[src/rtl/sync_fifo_param.sv]
// Parametrised single-clock FIFO with registered read data, occupancy flags
// computed from the next-state count, and sticky overflow/underflow errors.
module sync_fifo_param #(
   parameter int unsigned DATA_W    = 8,
   parameter int unsigned DEPTH     = 8,
   parameter int unsigned AFULL_TH  = DEPTH - 2,
   parameter int unsigned AEMPTY_TH = 2
) (
   input  logic                        clk,
   input  logic                        rst,
   input  logic                        wr_en,
   input  logic [DATA_W-1:0]           data_in,
   input  logic                        rd_en,
   input  logic                        clr_err,
   output logic [DATA_W-1:0]           data_out,
   output logic                        rd_valid,
   output logic [$clog2(DEPTH):0]      count,
   output logic                        is_full,
   output logic                        is_empty,
   output logic                        almost_full,
   output logic                        almost_empty,
   output logic                        overflow,
   output logic                        underflow
);

   localparam int unsigned AW = $clog2(DEPTH);
   localparam int unsigned CW = AW + 1;

   logic [DATA_W-1:0] mem [DEPTH];
   logic [AW-1:0]     wr_ptr;
   logic [AW-1:0]     rd_ptr;
   logic              wr_acc;
   logic              rd_acc;
   logic [CW-1:0]     count_nxt;

   // Acceptance qualifiers and next occupancy; flags come from the registered
   // is_full/is_empty so there is no path from the requests to the flag outputs.
   always_comb begin
      wr_acc    = wr_en & ~is_full;
      rd_acc    = rd_en & ~is_empty;
      count_nxt = count;
      if (wr_acc && !rd_acc) begin
         count_nxt = count + CW'(1);
      end else if (rd_acc && !wr_acc) begin
         count_nxt = count - CW'(1);
      end
   end

   // Storage array; deliberately not reset, only written entries are ever read.
   always_ff @(posedge clk) begin
      if (wr_acc) begin
         mem[wr_ptr] <= data_in;
      end
   end

   // Pointers, occupancy and flags registered from the next-state count.
   always_ff @(posedge clk or posedge rst) begin
      if (rst) begin
         wr_ptr       <= '0;
         rd_ptr       <= '0;
         count        <= '0;
         is_full      <= 1'b0;
         is_empty     <= 1'b1;
         almost_full  <= 1'b0;
         almost_empty <= 1'b1;
      end else begin
         if (wr_acc) begin
            wr_ptr <= wr_ptr + AW'(1);
         end
         if (rd_acc) begin
            rd_ptr <= rd_ptr + AW'(1);
         end
         count        <= count_nxt;
         is_full      <= (count_nxt == CW'(DEPTH));
         is_empty     <= (count_nxt == CW'(0));
         almost_full  <= (count_nxt >= CW'(AFULL_TH));
         almost_empty <= (count_nxt <= CW'(AEMPTY_TH));
      end
   end

   // Registered read port with a one-cycle valid strobe; refused reads hold data.
   always_ff @(posedge clk or posedge rst) begin
      if (rst) begin
         data_out <= '0;
         rd_valid <= 1'b0;
      end else begin
         rd_valid <= rd_acc;
         if (rd_acc) begin
            data_out <= mem[rd_ptr];
         end
      end
   end

   // Sticky error flags; a new error event in the same cycle beats clr_err.
   always_ff @(posedge clk or posedge rst) begin
      if (rst) begin
         overflow  <= 1'b0;
         underflow <= 1'b0;
      end else begin
         if (wr_en && is_full) begin
            overflow <= 1'b1;
         end else if (clr_err) begin
            overflow <= 1'b0;
         end
         if (rd_en && is_empty) begin
            underflow <= 1'b1;
         end else if (clr_err) begin
            underflow <= 1'b0;
         end
      end
   end

endmodule

[config.mk]
export PLATFORM = sky130hd
export DESIGN_NAME = sync_fifo_param
export DESIGN_NICKNAME = d
export VERILOG_FILES = /design/src/rtl/sync_fifo_param.sv
export SDC_FILE = /design/constraint.sdc
export NUM_CORES = 1
export LEC_CHECK = 0
export ABC_CLOCK_PERIOD_IN_PS = 5040
export BUFFER_PORTS_ARGS = -buffer_cell sky130_fd_sc_hd__buf_2
export CORE_ASPECT_RATIO = 1.1
export CORE_MARGIN = 2
export CORE_UTILIZATION = 55
export DETAILED_ROUTE_END_ITERATION = 12
export HOLD_SLACK_MARGIN = 0.15
export PLACE_DENSITY = 0.71
export SYNTH_ARGS = -nofsm -noshare
export SYNTH_HDL_FRONTEND = slang
export SYNTH_SLANG_ARGS = --single-unit
[constraint.sdc]
create_clock -name clk -period 5.04 [get_ports clk]
set_input_delay 0.504 -clock clk [delete_from_list [all_inputs] [get_ports clk]]
set_output_delay 0.504 -clock clk [all_outputs]
set_load 0.03 [all_outputs]
== After elaboration in Yosys (flattened, before gate mapping) ==
Memory sizes are Yosys's and may differ from the RTL's. A register that Yosys moved wholly into a read port is not among the register bits.
Index checks and enable logic that the tools add are counted.
Word-level totals
  input bits: 13
  bits in writable memories: 64
  output and inout port bits: 19
  logic and storage cells: 38
  memories: 1
  bits in registers: 17
Memory list
  mem: depth 8, bits a word 8, rd ports 1, clocked after memory_dff 1, write ports 1, line 29  | logic [DATA_W-1:0] mem [DEPTH];
Cells by class
  multiplexer cells: 7
  magnitude comparators: 2
  bitwise logic cells: 4
  $add $sub $neg: 4
  reductions and logical operators: 9
  equality and inequality tests: 1
Operators with widths (number)
  $mux 4: 2
  $add 3x1->3 const B: 2
  $mux 1: 5
  $add 4x1->4 const B: 1
  $eq 4x4->1 const B: 1
  $ge 4x3->1 const B: 1
  $le 4x2->1 const B: 1
  $logic_and 1x1->1: 4
  $logic_not 4->1: 1
  $reduce_bool 2->1: 2
  $sub 4x1->4 const B: 1
  $and 1x1->1: 2
  $logic_not 1->1: 2
  $not 1->1: 2

== Logic depth before layout (Yosys ltp) ==
Gate-level depths: netlist of the first run.
  word-level depth: 7
  mapped depth: 6
  depth with buffers taken out: 6

== Worst setup path after synthesis of the first run ==
No wires, ideal clock.
  kind: register to register
  from: register is_full
  to: memory mem[0][0], enable pin
  period minus slack after synthesis: 2.103 ns
  path buffers: 1
  slack: 2.937 ns
  cell stages (with the launch flop): 4
  arrival: 1.709 ns
  cell sequence: dfrtp_1 > nand2b_1 > buf_4 > nor4_1
Between the ends
  cells in the longest elaborated chain, start to end: 4
RTL lines
  start, declared: line 18  | output logic is_full,
  start signal, assigned: line 74  | is_full <= (count_nxt == CW'(DEPTH));
  $not 1->1: line 39  | wr_acc = wr_en & ~is_full;
  $and 1x1->1: line 39
  $mux 1: line 51  | if (wr_acc) begin
  $mux 1 (implied by the code): line 52  | mem[wr_ptr] <= data_in;
  end, declared: line 29
Every way passes these cells.

== Worst setup path in the final report of the first run ==
  from: register is_full
  to: memory mem[1][1], enable pin
Same word-level chain as after synthesis.

==> results of run 1 <==
==> final cells by class <==
cell class	count	share of cell area, %
well taps	80	2.53
repair buffers	33	4.30
clock buffers	9	3.13
inverters	6	0.569
flip-flops and latches	89	64.4
clock inverters	7	1.30
multi-input cells	104	23.8
==> logic make-up (layout without fill, tap and decap cells) <==
kind of cell / count (synthesis) / after routing
compound gates: 22 / 22
simple gates: 48 / 48
buf+inv: 15 / 55
fa+ha+maj: 4 / 4
mux: 24 / 24
flops: 89 / 89
xor+xnor: 6 / 6
==> worst max-delay path: stages, from the launching register on <==
cell,delay (ps)
dfrtp_1,440
nand2b_1,350
nor3_1,1080
==> sequential cells by signal (all words and copies together) (netlist names), 3 cells and up <==
register  cells
wr_ptr        3
mem          64
count         4
data_out      8
rd_ptr        3
==> layer usage <==
metal / up-vias / wire length (um) / global-route usage [%]
met5: - / 0 / 0
met1: 893 / 2570 / 25.0
met2: 64 / 2950 / 29.4
met4: 0 / 61 / 7.86
li1: 866 / - / -
met3: 6 / 352 / 4.69
==> metrics by stage <==
step                      setup slack [ps]  power [mW]  hold slack, ps  util [%]
after floorplan                       2940        1.69             525         -
after global placement                2820        1.88             459      60.7
after detailed placement              2690        1.90             469      60.7
after CTS                             2750        2.33             341      63.6
after global routing                  2630        2.44             346      63.6
final                                 2770        2.30             329      63.6
==> cells in the final DEF (no fill, tap or decap), types with 2 or more instances in the layout <==
cell,synthesis,layout
nor2_1,6,6
clkinv_2,0,2
inv_6,0,3
buf_4,2,2
buf_2,3,31
a21oi_1,2,2
clkinvlp_4,0,2
o21ai_1,2,2
dfstp_2,2,2
o21ai_0,11,11
dfrtp_1,23,23
inv_1,5,5
clkbuf_8,0,9
mux2i_1,8,8
mux4_2,16,16
xnor2_1,6,6
edfxtp_1,64,64
nand2b_1,3,3
ha_1,4,4
nand2_1,21,21
nor3_1,7,7
==> where the power goes <==
group	internal (mW)	switching, mW	total (mW)	leakage (nW)
clock	0.182	0.252	0.434	0.0864
sequential	0.962	0.175	1.14	0.881
combinational	0.326	0.405	0.731	0.485
total	1.47	0.832	2.30	1.45
==> worst max-delay path by stage <==
stage	slack, ps	start	endpoint
final	2770	is_full$_DFF_PP0_	mem[1][1]$_DFFE_PP_
after global routing	2630	is_full$_DFF_PP0_	mem[1][1]$_DFFE_PP_
after CTS	2750	is_full$_DFF_PP0_	mem[1][2]$_DFFE_PP_
after detailed placement	2690	wr_en	mem[1][7]$_DFFE_PP_
after global placement	2820	wr_en	mem[3][4]$_DFFE_PP_
after floorplan	2940	is_full$_DFF_PP0_	mem[0][0]$_DFFE_PP_
==> flow_summary_export.csv, run 1 <==
group,metric,value,unit
cells_and_area,regArea,0.00255,mm^2
yosys,yosysSeqAreaShare,71.6,%
drt,routed-via-count,1829,
clock_network,clk_pin_slew,90,ps
yosys,syn_inst,208,
clock_network,clk_path_buf_depth,2,
cells_and_area,nFillCells,444,
global_route,antenna_found_initial,0,
die,num_io_pins,32,
clock_network,cts-hold-fix-buffers,0,
clock_network,clk-insertion-delay-late,350,ps
die,fp-row-count,30,
cells_and_area,final_cell_area,0.00396,mm^2
global_route,grtUsageTotal,18.6,%
critical_path,crit_required,5000,ps
placed_design,hpwl,3870,um
pwr,p_leak,1.45,nW
critical_path,cp-start-kind,"flop",
drt,ant_nets,0,
drt,drt-total-wl,5930,um
sta,max_freq,441,MHz
critical_path,worstPathMaxFanout,11,
die,initial_core_util,57.1,%
yosys,ys.warnings.count,0,
sta,post-route-min-period,2270,ps
clock_network,cts-root-buf,"clkbuf_8",
cells_and_area,fin_nets,260,
global_route,grt_pass1_wl,9210,um
yosys,synth-seq-cells,89,
cells_and_area,finalNonFillerCells,328,
clock_network,numCtsBuffers,9,
pwr,power.density,581,mW/mm^2
yosys,synth_xor_area_share,1.48,%
sta,fin_setup_tns,0,ps
critical_path,worstSetupPathType,"flop to flop",
cells_and_area,n_antenna_cell,0,
yosys,synth_commonest_cells,"64 x edfxtp_1, 23 x dfrtp_1, 21 x nand2_1",
critical_path,rr_worst_depth,2,
yosys,synth-compound-area-share,4.01,%
critical_path,endpoint_kind,"flop",
die,die_area,0.00713,mm^2
yosys,synth_area_leaders,"edfxtp_1 54%, dfrtp_1 16%, mux4_2 10%",
sta,final_max_slew_viol_count,0,
yosys,synthSimpleGateAreaFrac,7.03,%
yosys,synth_top_family_by_area,"multiplexers",
yosys,synth_edf_count,64,
sta,hold_viol_final,0,
sta,clock_skew,11.0,ps
sta,timing.final.crit_share,44.9,%
drt,dr.pass1.iters,7,
cells_and_area,syn_to_final_growth,11.2,%
yosys,synth_top_area_cell,"edfxtp_1",
min_path,min_path_type,"input pin to asynchronous set/reset pin",
run,drv_cap,0,
yosys,synth_mux_area_share,12.4,%
yosys,syn-mean-instance-area,17.1,um^2
clock_network,cts_resized,0,
global_route,overflow,0,
clock_network,cts.sinks,89,
placed_design,place_congestion,0.764,
sta,rsz0062_at_grt,"no",
critical_path,worstReg2RegStart,"is_full$_DFF_PP0_",
yosys,synth_cell_types,38,
cells_and_area,multi_input_area,942,um^2
critical_path,reg2reg_slack,2770,ps
sta,slew_headroom,15.3,%
drt,drt_iter0_drc,230,
run_status,status,"complete, no violations",
drt,drc_errors,0,
yosys,synth_top_area_share,54.0,%
sta,worst_pin_slew,1260,ps
yosys,async_reset_ff_share,28.1,%
yosys,synthAdderAreaFrac,1.41,%
drt,routed_via_density,5.58,
yosys,syn_nets,225,
die,die_h,88.4,um
placed_design,placed_area,0.00378,mm^2
drt,routedWlPerCell,18.1,um
global_route,grt_max_degree,26,
pwr,peakVddDrop,0.280,mV
die,core,0.00623,mm^2
yosys,ys.flop_type,"edfxtp_1",
sta,finalSetupViolations,0,
placed_design,numPortBuffers,31,
placed_design,dp_cells,312,
critical_path,arrival,2230,ps
global_route,grt_pass1_vias,1739,
clock_network,htreeDepth,3,
critical_path,r2r_end,"mem[1][1]$_DFFE_PP_",
cells_and_area,drive_above_1_share,29.8,%
yosys,netlist_area,0.00356,mm^2
yosys,post-synth-top-count-cell,"edfxtp_1",
clock_network,cts_tree,"done",
die,die_w,80.7,um
clock_network,postCtsSetupBuffers,0,
Note: power is estimated with default switching activity, not from simulation.
==> run 2, diff against run 1 <==
- ABC_AREA: not set -> 1
- ABC_CLOCK_PERIOD_IN_PS: 5040 -> 2160
- PLACE_DENSITY: 0.71 -> 0.7
- clock period: 5.04 -> 2.16 ns (I/O delays scaled with it)
==> run 2 against run 1 <==
  * Critical path depth is 3 higher
  * Global-route usage is 1.9 points higher
  * Clock skew is 2.3 ps higher
  * Critical path type unchanged
  * Sequential share of layout area is 4.0 points lower
  * Sequential cell count stayed put
  * Design area is 6.6% higher
==> flow_summary_export.csv, run 2 <==
group,metric,value,unit
yosys,synth_top_area_cell,"edfxtp_1",
sta,fin_setup_tns,0,ps
critical_path,endpoint_kind,"flop",
yosys,synthAdderAreaFrac,1.34,%
cells_and_area,final_cell_area,0.00422,mm^2
pwr,peakVddDrop,0.746,mV
yosys,synth_top_family_by_area,"simple AND/OR/NAND/NOR gates",
die,initial_core_util,56.5,%
yosys,synth_mux_area_share,0,%
pwr,power.density,1300,mW/mm^2
pwr,power,5.49,mW
clock_network,clk-insertion-delay-late,340,ps
die,die_area,0.00745,mm^2
clock_network,numCtsBuffers,9,
yosys,syn_nets,341,
die,core,0.00659,mm^2
yosys,synth_xor_area_share,0.705,%
sta,post-route-min-period,1690,ps
yosys,syn-mean-instance-area,11.5,um^2
run_status,status,"complete, no violations",
global_route,overflow,0,
critical_path,crit_required,2210,ps
die,fp-row-count,31,
clock_network,cts_tree,"done",
cells_and_area,fin_nets,386,
cells_and_area,final_cell_mix,"64 x edfxtp_1, 48 x nand2_1, 47 x nor2_1",
yosys,post-synth-top-count-cell,"edfxtp_1",
min_path,min_path_type,"input pin to flop",
yosys,synth_area_leaders,"edfxtp_1 52%, dfrtp_1 15%, nand2_1 4.8%",
sta,rsz0062_at_grt,"no",
sta,final_max_slew_viol_count,0,
clock_network,cts.sinks,89,
cells_and_area,n_antenna_cell,0,
global_route,antenna_found_initial,0,
drt,drt-total-wl,6960,um
sta,max_freq,592,MHz
yosys,syn_inst,324,
critical_path,worstSetupPathType,"flop to flop",
yosys,yosysSeqAreaShare,68.4,%
critical_path,crit_buf_inv,2,
sta,slew_headroom,54.1,%
yosys,synth-seq-cells,89,
clock_network,clk_path_buf_depth,2,
drt,ant_nets,0,
drt,routed_via_density,5.25,
global_route,grtUsageTotal,20.5,%
yosys,ys.warnings.count,0,
yosys,netlist_area,0.00373,mm^2
pwr,p_leak,1.73,nW
cells_and_area,syn_to_final_growth,13.2,%
placed_design,numPortBuffers,31,
clock_network,cts-root-buf,"clkbuf_8",
clock_network,postCtsSetupBuffers,0,
global_route,grt_pass1_vias,2321,
cells_and_area,largest-register,"mem",
yosys,synth_top_area_share,51.5,%
sta,finalSetupViolations,0,
sta,worst_pin_slew,688,ps
cells_and_area,finalNonFillerCells,456,
global_route,grt_pass1_wl,11200,um
placed_design,place_congestion,0.776,
cells_and_area,drive_above_1_share,21.4,%
drt,routedWlPerCell,15.3,um
critical_path,arrival,1740,ps
placed_design,dp_cells,436,
yosys,synthSimpleGateAreaFrac,14.7,%
critical_path,path_delay_family,"simple AND/OR/NAND/NOR gates",
global_route,grt_max_degree,42,
yosys,synth_commonest_cells,"64 x edfxtp_1, 48 x nand2_1, 47 x nor2_1",
sta,hold_viol_final,0,
critical_path,crit_path_cell_trace,"inv_2 > nand2_2 > or2_2 > nor2_1 > buf_4",
sta,holdWs,164,ps
critical_path,worstPathMaxFanout,5,
clock_network,htreeDepth,3,
clock_network,clk_pin_slew,80,ps
yosys,synth_cell_types,29,
cells_and_area,largest_register_ffs,64,
critical_path,cp-start-kind,"flop",
die,die_w,82.5,um
cells_and_area,nFillCells,536,
placed_design,hpwl,4860,um
yosys,synth-compound-area-share,9.56,%
yosys,synth_edf_count,64,
yosys,async_reset_ff_share,28.1,%
drt,drc_errors,0,
die,num_io_pins,32,
yosys,ys.flop_type,"edfxtp_1",
drt,drt_iter0_drc,196,
critical_path,cp_slowest_cell,"dfrtp_1",
die,die_h,90.4,um
drt,routed-via-count,2393,
drt,dr.pass1.iters,4,
cells_and_area,final_common_cell,"edfxtp_1",
run,drv_cap,0,
sta,timing.final.crit_share,78.2,%
placed_design,placed_area,0.00400,mm^2
critical_path,cpPeakStageDelay,460,ps
cells_and_area,top_regs,"mem x64, data_out x8, count x4",
sta,clock_skew,13.2,ps
## run 2: cell types whose count changed after synthesis, moves of 6 or more
| cell | change |
|---|---|
| a21oi_1 | +6 |
| inv_1 | +22 |
| mux2i_1 | -8 |
| mux4_2 | -16 |
| nand2_1 | +27 |
| nand2_2 | +7 |
| nand3_1 | +9 |
| nor2_1 | +41 |
| nor3_1 | -7 |
| o211ai_1 | +16 |
| o21ai_0 | +16 |
| o21ai_1 | +6 |
| xnor2_1 | -6 |
## run 2: path summary, 6_finish.rpt
path	start	end	slack, ps	cells past startpoint
hold / removal	data_in[5]	mem[1][5]$_DFFE_PP_	160	1
max in group asynchronous	rst	data_out[1]$_DFFE_PP0P_	1050	4
setup reg to reg	is_full$_DFF_PP0_	mem[4][1]$_DFFE_PP_	470	5
hold reg to reg	data_out[3]$_DFFE_PP0P_	data_out[3]$_DFFE_PP0P_	470	2
min in group asynchronous	rst	rd_ptr[0]$_DFFE_PP0P_	520	3
setup / recovery	is_full$_DFF_PP0_	mem[4][1]$_DFFE_PP_	470	5
## run 2: cell type report
type | instances | area [um^2] | share of cell area (%)
clock inverters | 6 | 58.8 | 1.39
repair buffers | 46 | 278 | 6.58
clock buffers | 10 | 128 | 3.02
multi-input cells | 190 | 981 | 23.2
well taps | 82 | 103 | 2.43
flip-flops and latches | 89 | 2550 | 60.4
inverters | 33 | 124 | 2.93
## run 2: power breakdown
part / switching, mW / internal (mW)
clock network: 0.535 / 0.529
logic: 1.38 / 0.630
registers: 0.203 / 2.21
total: 2.12 / 3.37
## run 2: cell families (layout without fill, tap and decap cells)
group	after synthesis	in the layout
and+or+nand+nor	121	121
DFF	89	89
AOI/OAI and AO/OA	62	62
buffers and inverters	45	95
adders and majority gates	4	4
xor gates and xnor gates	3	3
## run 2: worst register-to-register path, delay by kind of cell, from the launching register on
| kind | cells | cell delay [ps] |
|---|---|---|
| buffers and inverters | 2 | 310 |
| DFF | 1 | 460 |
| and+or+nand+nor | 3 | 640 |
## run 2: repair_timing
item,in CTS,in global routing
gates resized for setup,0,0
hold endpoints to repair,29,0
hold buffers,4,0
## run 2: metrics by stage
stage / setup slack, ps / util [%]
final: 470 / 64.0
after global routing: 379 / 64.0
after CTS: 472 / 64.0
after detailed placement: 497 / 60.6
after global placement: 523 / 60.6
after floorplan: 381 / -
## run 2: per-layer routing
metal / vias up / wire (um) / track usage [%]
li1: 1189 / - / -
met4: 0 / 149 / 9.84
met2: 50 / 3590 / 33.5
met1: 1145 / 2990 / 26.4
met5: - / 0 / 0
met3: 9 / 227 / 3.40
